==> src/rtl/elevator_pkg.sv <==
// elevator_pkg: shared command/sensor encodings and FSM state types for the
// elevator shaft plant model and its door actuator.
package elevator_pkg;

  // Engine command encodings
  localparam logic [1:0] ENGINE_STOP = 2'b00;
  localparam logic [1:0] ENGINE_UP   = 2'b01;
  localparam logic [1:0] ENGINE_DOWN = 2'b10;
  localparam logic [1:0] ENGINE_BAD  = 2'b11;

  // Door command encodings
  localparam logic [1:0] DOOR_HOLD  = 2'b00;
  localparam logic [1:0] DOOR_OPEN  = 2'b01;
  localparam logic [1:0] DOOR_CLOSE = 2'b10;
  localparam logic [1:0] DOOR_BAD   = 2'b11;

  // Door sensor encodings
  localparam logic [1:0] SDOOR_TRANSIT = 2'b00;
  localparam logic [1:0] SDOOR_OPEN    = 2'b01;
  localparam logic [1:0] SDOOR_CLOSED  = 2'b10;
  localparam logic [1:0] SDOOR_OBSTR   = 2'b11;

  typedef enum logic [1:0] {
    MOT_STOP = 2'd0,
    MOT_UP   = 2'd1,
    MOT_DOWN = 2'd2
  } motion_e;

  typedef enum logic [1:0] {
    DS_CLOSED  = 2'd0,
    DS_OPENING = 2'd1,
    DS_OPEN    = 2'd2,
    DS_CLOSING = 2'd3
  } door_state_e;

endpackage

==> src/rtl/elevator_door_actuator.sv <==
// elevator_door_actuator: door FSM (CLOSED/OPENING/OPEN/CLOSING) with a
// 0..DOOR_TICKS-1 stroke counter. Mid-stroke reversal mirrors the count.
// Ports: clk, rst_n (async active-low), open_i (accepted open command),
// close_i (close command), obstruction_i (only with
// ELEVATOR_SHAFT_OBSTRUCTION_EN), door_closed_o, sensor_door_o[1:0].
module elevator_door_actuator
  import elevator_pkg::*;
#(
  parameter int unsigned DOOR_TICKS = 20
) (
  input  logic       clk,
  input  logic       rst_n,
  input  logic       open_i,
  input  logic       close_i,
`ifdef ELEVATOR_SHAFT_OBSTRUCTION_EN
  input  logic       obstruction_i,
`endif
  output logic       door_closed_o,
  output logic [1:0] sensor_door_o
);
  localparam int unsigned CNT_W = (DOOR_TICKS > 1) ? $clog2(DOOR_TICKS) : 1;
  localparam logic [CNT_W-1:0] CNT_MAX = CNT_W'(DOOR_TICKS - 1);

  door_state_e      state_q, state_d;
  logic [CNT_W-1:0] cnt_q, cnt_d;
  logic [1:0]       sdoor_q, sdoor_d;
  logic             closed_q, closed_d;
  logic             obstr_c;
  logic             bounce;

`ifdef ELEVATOR_SHAFT_OBSTRUCTION_EN
  assign obstr_c = obstruction_i;
`else
  assign obstr_c = 1'b0;
`endif

  // Next-state: stroke progression, reversals and obstruction bounce
  always_comb begin
    state_d = state_q;
    cnt_d   = cnt_q;
    bounce  = 1'b0;
    case (state_q)
      DS_CLOSED: begin
        if (open_i) begin
          state_d = DS_OPENING;
          cnt_d   = '0;
        end
      end
      DS_OPENING: begin
        if (close_i) begin
          state_d = DS_CLOSING;
          cnt_d   = CNT_MAX - cnt_q;
        end else if (cnt_q == CNT_MAX) begin
          state_d = DS_OPEN;
          cnt_d   = '0;
        end else begin
          cnt_d = cnt_q + CNT_W'(1);
        end
      end
      DS_OPEN: begin
        if (close_i) begin
          state_d = DS_CLOSING;
          cnt_d   = '0;
        end
      end
      DS_CLOSING: begin
        if (obstr_c || open_i) begin
          bounce  = obstr_c;
          state_d = DS_OPENING;
          cnt_d   = CNT_MAX - cnt_q;
        end else if (cnt_q == CNT_MAX) begin
          state_d = DS_CLOSED;
          cnt_d   = '0;
        end else begin
          cnt_d = cnt_q + CNT_W'(1);
        end
      end
      default: begin
        state_d = DS_CLOSED;
        cnt_d   = '0;
      end
    endcase

    closed_d = (state_d == DS_CLOSED);
    case (state_d)
      DS_CLOSED: sdoor_d = SDOOR_CLOSED;
      DS_OPEN:   sdoor_d = SDOOR_OPEN;
      default:   sdoor_d = SDOOR_TRANSIT;
    endcase
    // Obstruction is flagged for the single cycle the door bounces back
    if (bounce) sdoor_d = SDOOR_OBSTR;
  end

  always_ff @(posedge clk or negedge rst_n) begin
    if (!rst_n) begin
      state_q  <= DS_CLOSED;
      cnt_q    <= '0;
      sdoor_q  <= SDOOR_CLOSED;
      closed_q <= 1'b1;
    end else begin
      state_q  <= state_d;
      cnt_q    <= cnt_d;
      sdoor_q  <= sdoor_d;
      closed_q <= closed_d;
    end
  end

  assign door_closed_o = closed_q;
  assign sensor_door_o = sdoor_q;

endmodule

==> config.mk <==
export PLATFORM = sky130hd
export DESIGN_NAME = elevator_door_actuator
export DESIGN_NICKNAME = d
export VERILOG_FILES = /design/src/rtl/elevator_pkg.sv /design/src/rtl/elevator_door_actuator.sv
export SDC_FILE = /design/constraint.sdc
export NUM_CORES = 1
export LEC_CHECK = 0
export CAP_MARGIN = 25
export CORE_MARGIN = 4
export CORE_UTILIZATION = 45
export CTS_CLUSTER_DIAMETER = 120
export CTS_CLUSTER_SIZE = 20
export DETAILED_ROUTE_END_ITERATION = 7
export PLACE_DENSITY = 0.66
export SETUP_SLACK_MARGIN = 0.1
export SKIP_CTS_REPAIR_TIMING = 1
export SYNTH_ARGS = -nofsm -noshare
export SYNTH_HDL_FRONTEND = slang
export SYNTH_SLANG_ARGS = --single-unit
==> constraint.sdc <==
create_clock -name clk -period 2.3 [get_ports clk]
set_input_delay 0.46 -clock clk [delete_from_list [all_inputs] [get_ports clk]]
set_output_delay 0.46 -clock clk [all_outputs]
set_load 0.02 [all_outputs]
==> impl_metrics.ini, run 1 <==
[die]
start_util_pct = 47.5
die_y_um = 44.8
dieWidth_um = 44.8
row_count = 13
ios = 7
die-area_um2 = 2010
coreArea_um2 = 1280

[global_routing]
grt_first_pass_wirelength_um = 1970
grt.total_usage_pct = 14.0
antenna_found_initial = 0
grt_max_degree = 20
grt_pass1_vias = 454
grt-ovfl-total = 0

[layout]
area_delta_synth_final_pct = 13.5
nNetsFinal = 78
diodes = 0
fillers = 125
drive_above_1_share_pct = 15.7
fin_util_pct = 53.9

[yosys]
netlist_instances = 65
syn_area_um2 = 611
synth_top_area_share_pct = 32.8
synth-async-reset-ratio_pct = 100
ys_warn_count = 0
synth_seq_cells = 9
synthTopCellsByArea = dfrtp_1 (33%), ha_1 (6.1%), dfstp_2 (4.3%)
ys_types = 30
synth_seq_area_share_pct = 37.1
synth_most_common_cell = dfrtp_1
ys.flop_type = dfrtp_1
synth.avg_cell_area_um2 = 9.39
synth_edf_count = 0
synth_nets = 72
synth_common_cells = dfrtp_1 (8), nand2_1 (5), inv_1 (4), nor2_1 (4), o21ai_0 (4)
synth_top_area_cell = dfrtp_1

[timing]
hold_viol_final = 0
skew_ps = 6.89
fin_ws_ps = 466
post-route-period-util_pct = 79.7
setup_violations = 0
tightest_slew_ps = 537
maxSlewViolCount = 0
fin_setup_tns_ps = 0
grt_setup_unrepaired = no
max-slew-margin-rel_pct = 64.2
fmax_mhz = 545
finalCriticalPeriod_ps = 1830

[placed_design]
dp_hpwl_um = 824
dp_worst_setup_slack_ps = 337
gp_congestion = 0.799
port_buffers = 6

[worst_setup_path]
worstPathArrival_ps = 1370
critical-path-slowest-cell = clkdlybuf4s50_1
r2r_start = state_q[1]$_DFF_PN0_
path_max_fanout = 2
crit_chain = clkdlybuf4s50_1
crit_type = flop to output pin
end_kind = output pin
worstPathRequired_ps = 1840
cpPeakStageDelay_ps = 590
crit_path_start_kind = flop
crit_family = buffers and inverters
r2r_end = cnt_q[2]$_DFFE_PN0P_
worstRegToRegCells = 4
r2r_setup_slack_ps = 710
path_buf_inv = 1

[clock_network]
cts_inserted_buffers = 3
insertion_delay_ps = 260
cts.path.max_buffers = 2
cts_root_buf = clkbuf_4
clk_pin_slew_ps = 60
cts_tree = yes
cts_sinks = 9
htree_levels = 1

[routing]
vias = 492
drc = 0
vias_per_cell = 5.79
wl_um = 1150
drt_iter0_drc = 1
first_pass_iters = 4
antenna_left = 0
wl_per_cell_um = 13.5

[outcome]
outcome = finished, final reports clean

[power_and_ir_drop]
p_leak_nw = 0.291
p_comb_share_pct = 46.8
pwr_density_cell_nw_per_um2 = 1320
pwr-share-seq_pct = 39.6
netSwitchingPower_uw = 377
p_int_uw = 539
worst_ir_drop_vdd_v = 0.000636
pwr-share-clk_pct = 13.5
switching_share_pct = 41.1

[worst_hold_path]
hold_class = input port to async pin

[flow_run]
timing.max_cap.violations = 0
## state kept, by name (all words and copies together), names as in the netlist
signal / flops
cnt_q: 5
state_q: 2
door_closed_o: 1
sensor_door_o: 1
## worst max path at each step
stage | cells after the start | from | to | slack [ps]
2_1_floorplan | 6 | cnt_q[3]$_DFFE_PN0P_ | cnt_q[2]$_DFFE_PN0P_ | 840
3_3_place_gp | 5 | open_i | cnt_q[2]$_DFFE_PN0P_ | 330
3_5_place_dp | 5 | open_i | cnt_q[2]$_DFFE_PN0P_ | 340
4_1_cts | 1 | door_closed_o$_DFF_PN1_ | sensor_door_o[1] | 450
5_1_grt | 1 | door_closed_o$_DFF_PN1_ | door_closed_o | 420
6_report | 1 | door_closed_o$_DFF_PN1_ | sensor_door_o[1] | 470
## cell type report
type                    count  area, um2  share of cell area (%)
clock buffers               4       26.3                    3.79
inverters                   4       15.0                    2.17
multi-input cells          46        339                    48.9
flip-flops and latches      9        226                    32.7
well taps                  15       18.8                    2.71
repair buffers              7       67.6                    9.75
## metal layers
layer / routed length (um) / track usage (%) / up-vias
met2: 513 / 19.5 / 10
li1: - / - / 246
met1: 551 / 18.5 / 232
met5: 0 / 0 / -
met4: 23 / 7.02 / 0
met3: 63 / 5.98 / 4
## through the flow
| stage | total power [mW] | hold slack [ps] | cells | area (um2) |
|---|---|---|---|---|
| 2_1_floorplan | 0.698 | 164 | 65 | 611 |
| 3_3_place_gp | 0.785 | 597 | 81 | 667 |
| 3_5_place_dp | 0.792 | 591 | 81 | 667 |
| 4_1_cts | 0.924 | 494 | 85 | 693 |
| 5_1_grt | 1.00 | 501 | 85 | 693 |
| 6_report | 0.916 | 491 | 85 | 693 |
## cell families after synthesis
family | after synthesis | synth area share [%]
flops | 9 | 37.1
mux | 3 | 5.33
simple gates | 17 | 14.5
buf+inv | 10 | 7.38
fa+ha+maj | 3 | 6.15
compound gates | 20 | 25.2
xor+xnor | 3 | 4.30
## power groups by stage
stage	clock [mW]	combinational, mW	sequential, mW
2_1_floorplan	0	0.394	0.304
3_3_place_gp	0	0.421	0.364
3_5_place_dp	0	0.427	0.365
4_1_cts	0.129	0.432	0.363
5_1_grt	0.143	0.481	0.380
6_report	0.124	0.429	0.363
## cells in the final DEF (no fill, tap or decap)
master,Yosys,routed
a211oi_1,1,1
a211oi_2,1,1
a21oi_1,2,2
a22o_1,3,3
a22oi_1,1,1
a2bb2oi_2,1,1
a311oi_1,1,1
a31oi_1,1,1
and3_1,1,1
and4_4,1,1
buf_4,1,1
clkbuf_1,2,1
clkbuf_4,0,3
clkdlybuf4s50_1,0,6
dfrtp_1,8,8
dfstp_2,1,1
ha_1,3,3
inv_1,4,4
mux2_2,2,2
mux2i_1,1,1
nand2_1,5,5
nand3_1,2,2
nor2_1,4,4
nor2b_1,3,3
nor2b_2,1,1
o211ai_1,2,2
o21ai_0,4,4
o221ai_1,1,1
o2bb2ai_1,1,1
o31ai_1,1,1
xnor2_1,3,3
Note: power is estimated with default switching activity, not from simulation.
==> run 2, diff against run 1 <==
Settings changed: PLACE_DENSITY 0.66 to 0.69.
Clock period 2.3 ns to 1.59 ns, I/O delays scaled along.
==> run 2 against run 1 <==
Against the previous run: routed wire length increased by 8.1%; design area is 10% higher; die area stayed put; first-iteration DRC count increased to 8.0 times the previous value; sequential power grew 28%; critical path depth up 5; critical path type is now flop to flop.
==> impl_metrics.ini, run 2 (synthesized netlist as in run 1, its figures left out) <==
[worst_setup_path]
worst_path_most_repeated_cell = a22o_1
path_buf_inv = 1
crit_chain = inv_2, ha_4, and4_4, o21ai_1, a22o_1, a22o_1
end_kind = flop
worstPathRequired_ps = 1750
worstPathArrival_ps = 1580
critical-path-slowest-cell = dfrtp_1
crit_type = flop to flop
crit_path_start_kind = flop
cpPeakStageDelay_ps = 390
path_max_fanout = 5
crit_family = compound AO/OA/AOI/OAI gates

[power_and_ir_drop]
pwr_density_cell_nw_per_um2 = 1920
worst_ir_drop_vdd_v = 0.000845
finalPower_mw = 1.47
p_leak_nw = 0.373

[timing]
maxSlewViolCount = 0
tightest_slew_ps = 483
hold_viol_final = 0
skew_ps = 3.43
post-route-period-util_pct = 89.8
fin_setup_tns_ps = 0
grt_setup_unrepaired = no
fmax_mhz = 700
setup_violations = 0
finalCriticalPeriod_ps = 1430
max-slew-margin-rel_pct = 67.7

[layout]
area_delta_synth_final_pct = 25.4
fin_util_pct = 59.6
regMostFlops = cnt_q
fillers = 108
mostFrequentLayoutCells = dfrtp_1 (8), buf_4 (8), nand2_1 (5)
largest_registers = cnt_q: 5 flops, state_q: 2 flops
diodes = 0
nNetsFinal = 85
drive_above_1_share_pct = 27.3
largest_reg_flops = 5
stdcell_count = 92

[die]
row_count = 13
die-area_um2 = 2010
start_util_pct = 47.5
die_y_um = 44.8
dieWidth_um = 44.8
ios = 7
coreArea_um2 = 1280

[outcome]
outcome = finished, final reports clean

[global_routing]
grt_max_degree = 12
grt_pass1_vias = 447
met1_usage_pct = 19.9
grt_first_pass_wirelength_um = 2040
top_usage_layer = met2
grt_use_met3_pct = 2.79
grt-ovfl-total = 0
use_met2_pct = 20.3
grt.total_usage_pct = 14.6
antenna_found_initial = 0

[placed_design]
dp_hpwl_um = 883
gp_congestion = 0.846
dp.cells = 88
port_buffers = 6

[routing]
wl_per_cell_um = 13.5
vias = 507
antenna_left = 0
vias_per_cell = 5.51
drc = 0
first_pass_iters = 4
wl_um = 1240
drt_iter0_drc = 8

[clock_network]
cts_inserted_buffers = 3
cts.path.max_buffers = 2
htree_levels = 1
cts_root_buf = clkbuf_4
clk_pin_slew_ps = 70
cts_sinks = 9
cts_tree = yes
insertion_delay_ps = 270

[flow_run]
timing.max_cap.violations = 0

[worst_hold_path]
hold_class = input port to async pin
==> run 2: cell types whose count changed in the layout (fill, tap and decap cells not counted) <==
cell             before  now
inv_1                 4    2
ha_4                  0    1
o21ai_0               4    3
o21ai_1               0    1
inv_2                 0    2
dlymetal6s2s_1        0    3
buf_4                 1    8
clkdlybuf4s50_1       6    3
ha_1                  3    2
==> run 2: per-layer routing <==
layer	vias up	routed length, um	share of wire [%]
met5	-	0	0
met4	0	27	2.2
met3	4	66	5.3
met2	13	535	43
met1	230	615	49
li1	260	-	-
==> run 2: final timing paths <==
| kind | startpoint | end | slack [ps] | depth (start not counted) |
|---|---|---|---|---|
| max | cnt_q[3]$_DFFE_PN0P_ | cnt_q[2]$_DFFE_PN0P_ | 160 | 6 |
| min | rst_n | state_q[1]$_DFF_PN0_ | 380 | 1 |
| max reg2reg | cnt_q[3]$_DFFE_PN0P_ | cnt_q[2]$_DFFE_PN0P_ | 160 | 6 |
| min reg2reg | cnt_q[0]$_DFFE_PN0P_ | cnt_q[0]$_DFFE_PN0P_ | 600 | 1 |
| max in group asynchronous | rst_n | door_closed_o$_DFF_PN1_ | 860 | 1 |
| min in group clk | cnt_q[0]$_DFFE_PN0P_ | cnt_q[0]$_DFFE_PN0P_ | 600 | 1 |
==> run 2: cell type report <==
cell class / count / area, um2 / area share [%]
Clock buffer: 4 / 26.3 / 3.43
Inverter: 4 / 15.0 / 1.96
Multi-Input combinational cell: 46 / 352 / 45.9
Sequential cell: 9 / 226 / 29.6
Tap cell: 15 / 18.8 / 2.45
Timing Repair Buffer: 14 / 128 / 16.7
==> run 2: report_power, final <==
group	switching [mW]	internal [mW]	total [mW]
Sequential	0.126	0.338	0.463
Combinational	0.371	0.450	0.821
Clock	0.0874	0.0971	0.185
Total	0.584	0.884	1.47
==> run 2: stage by stage <==
step	setup WS, ps	cell area (um2)	hold slack, ps
after floorplan	128	611	22.4
after global placement	-60.9	719	590
after detailed placement	-79.9	719	593
after CTS	-124	746	375
after global routing	105	766	393
final	162	766	378
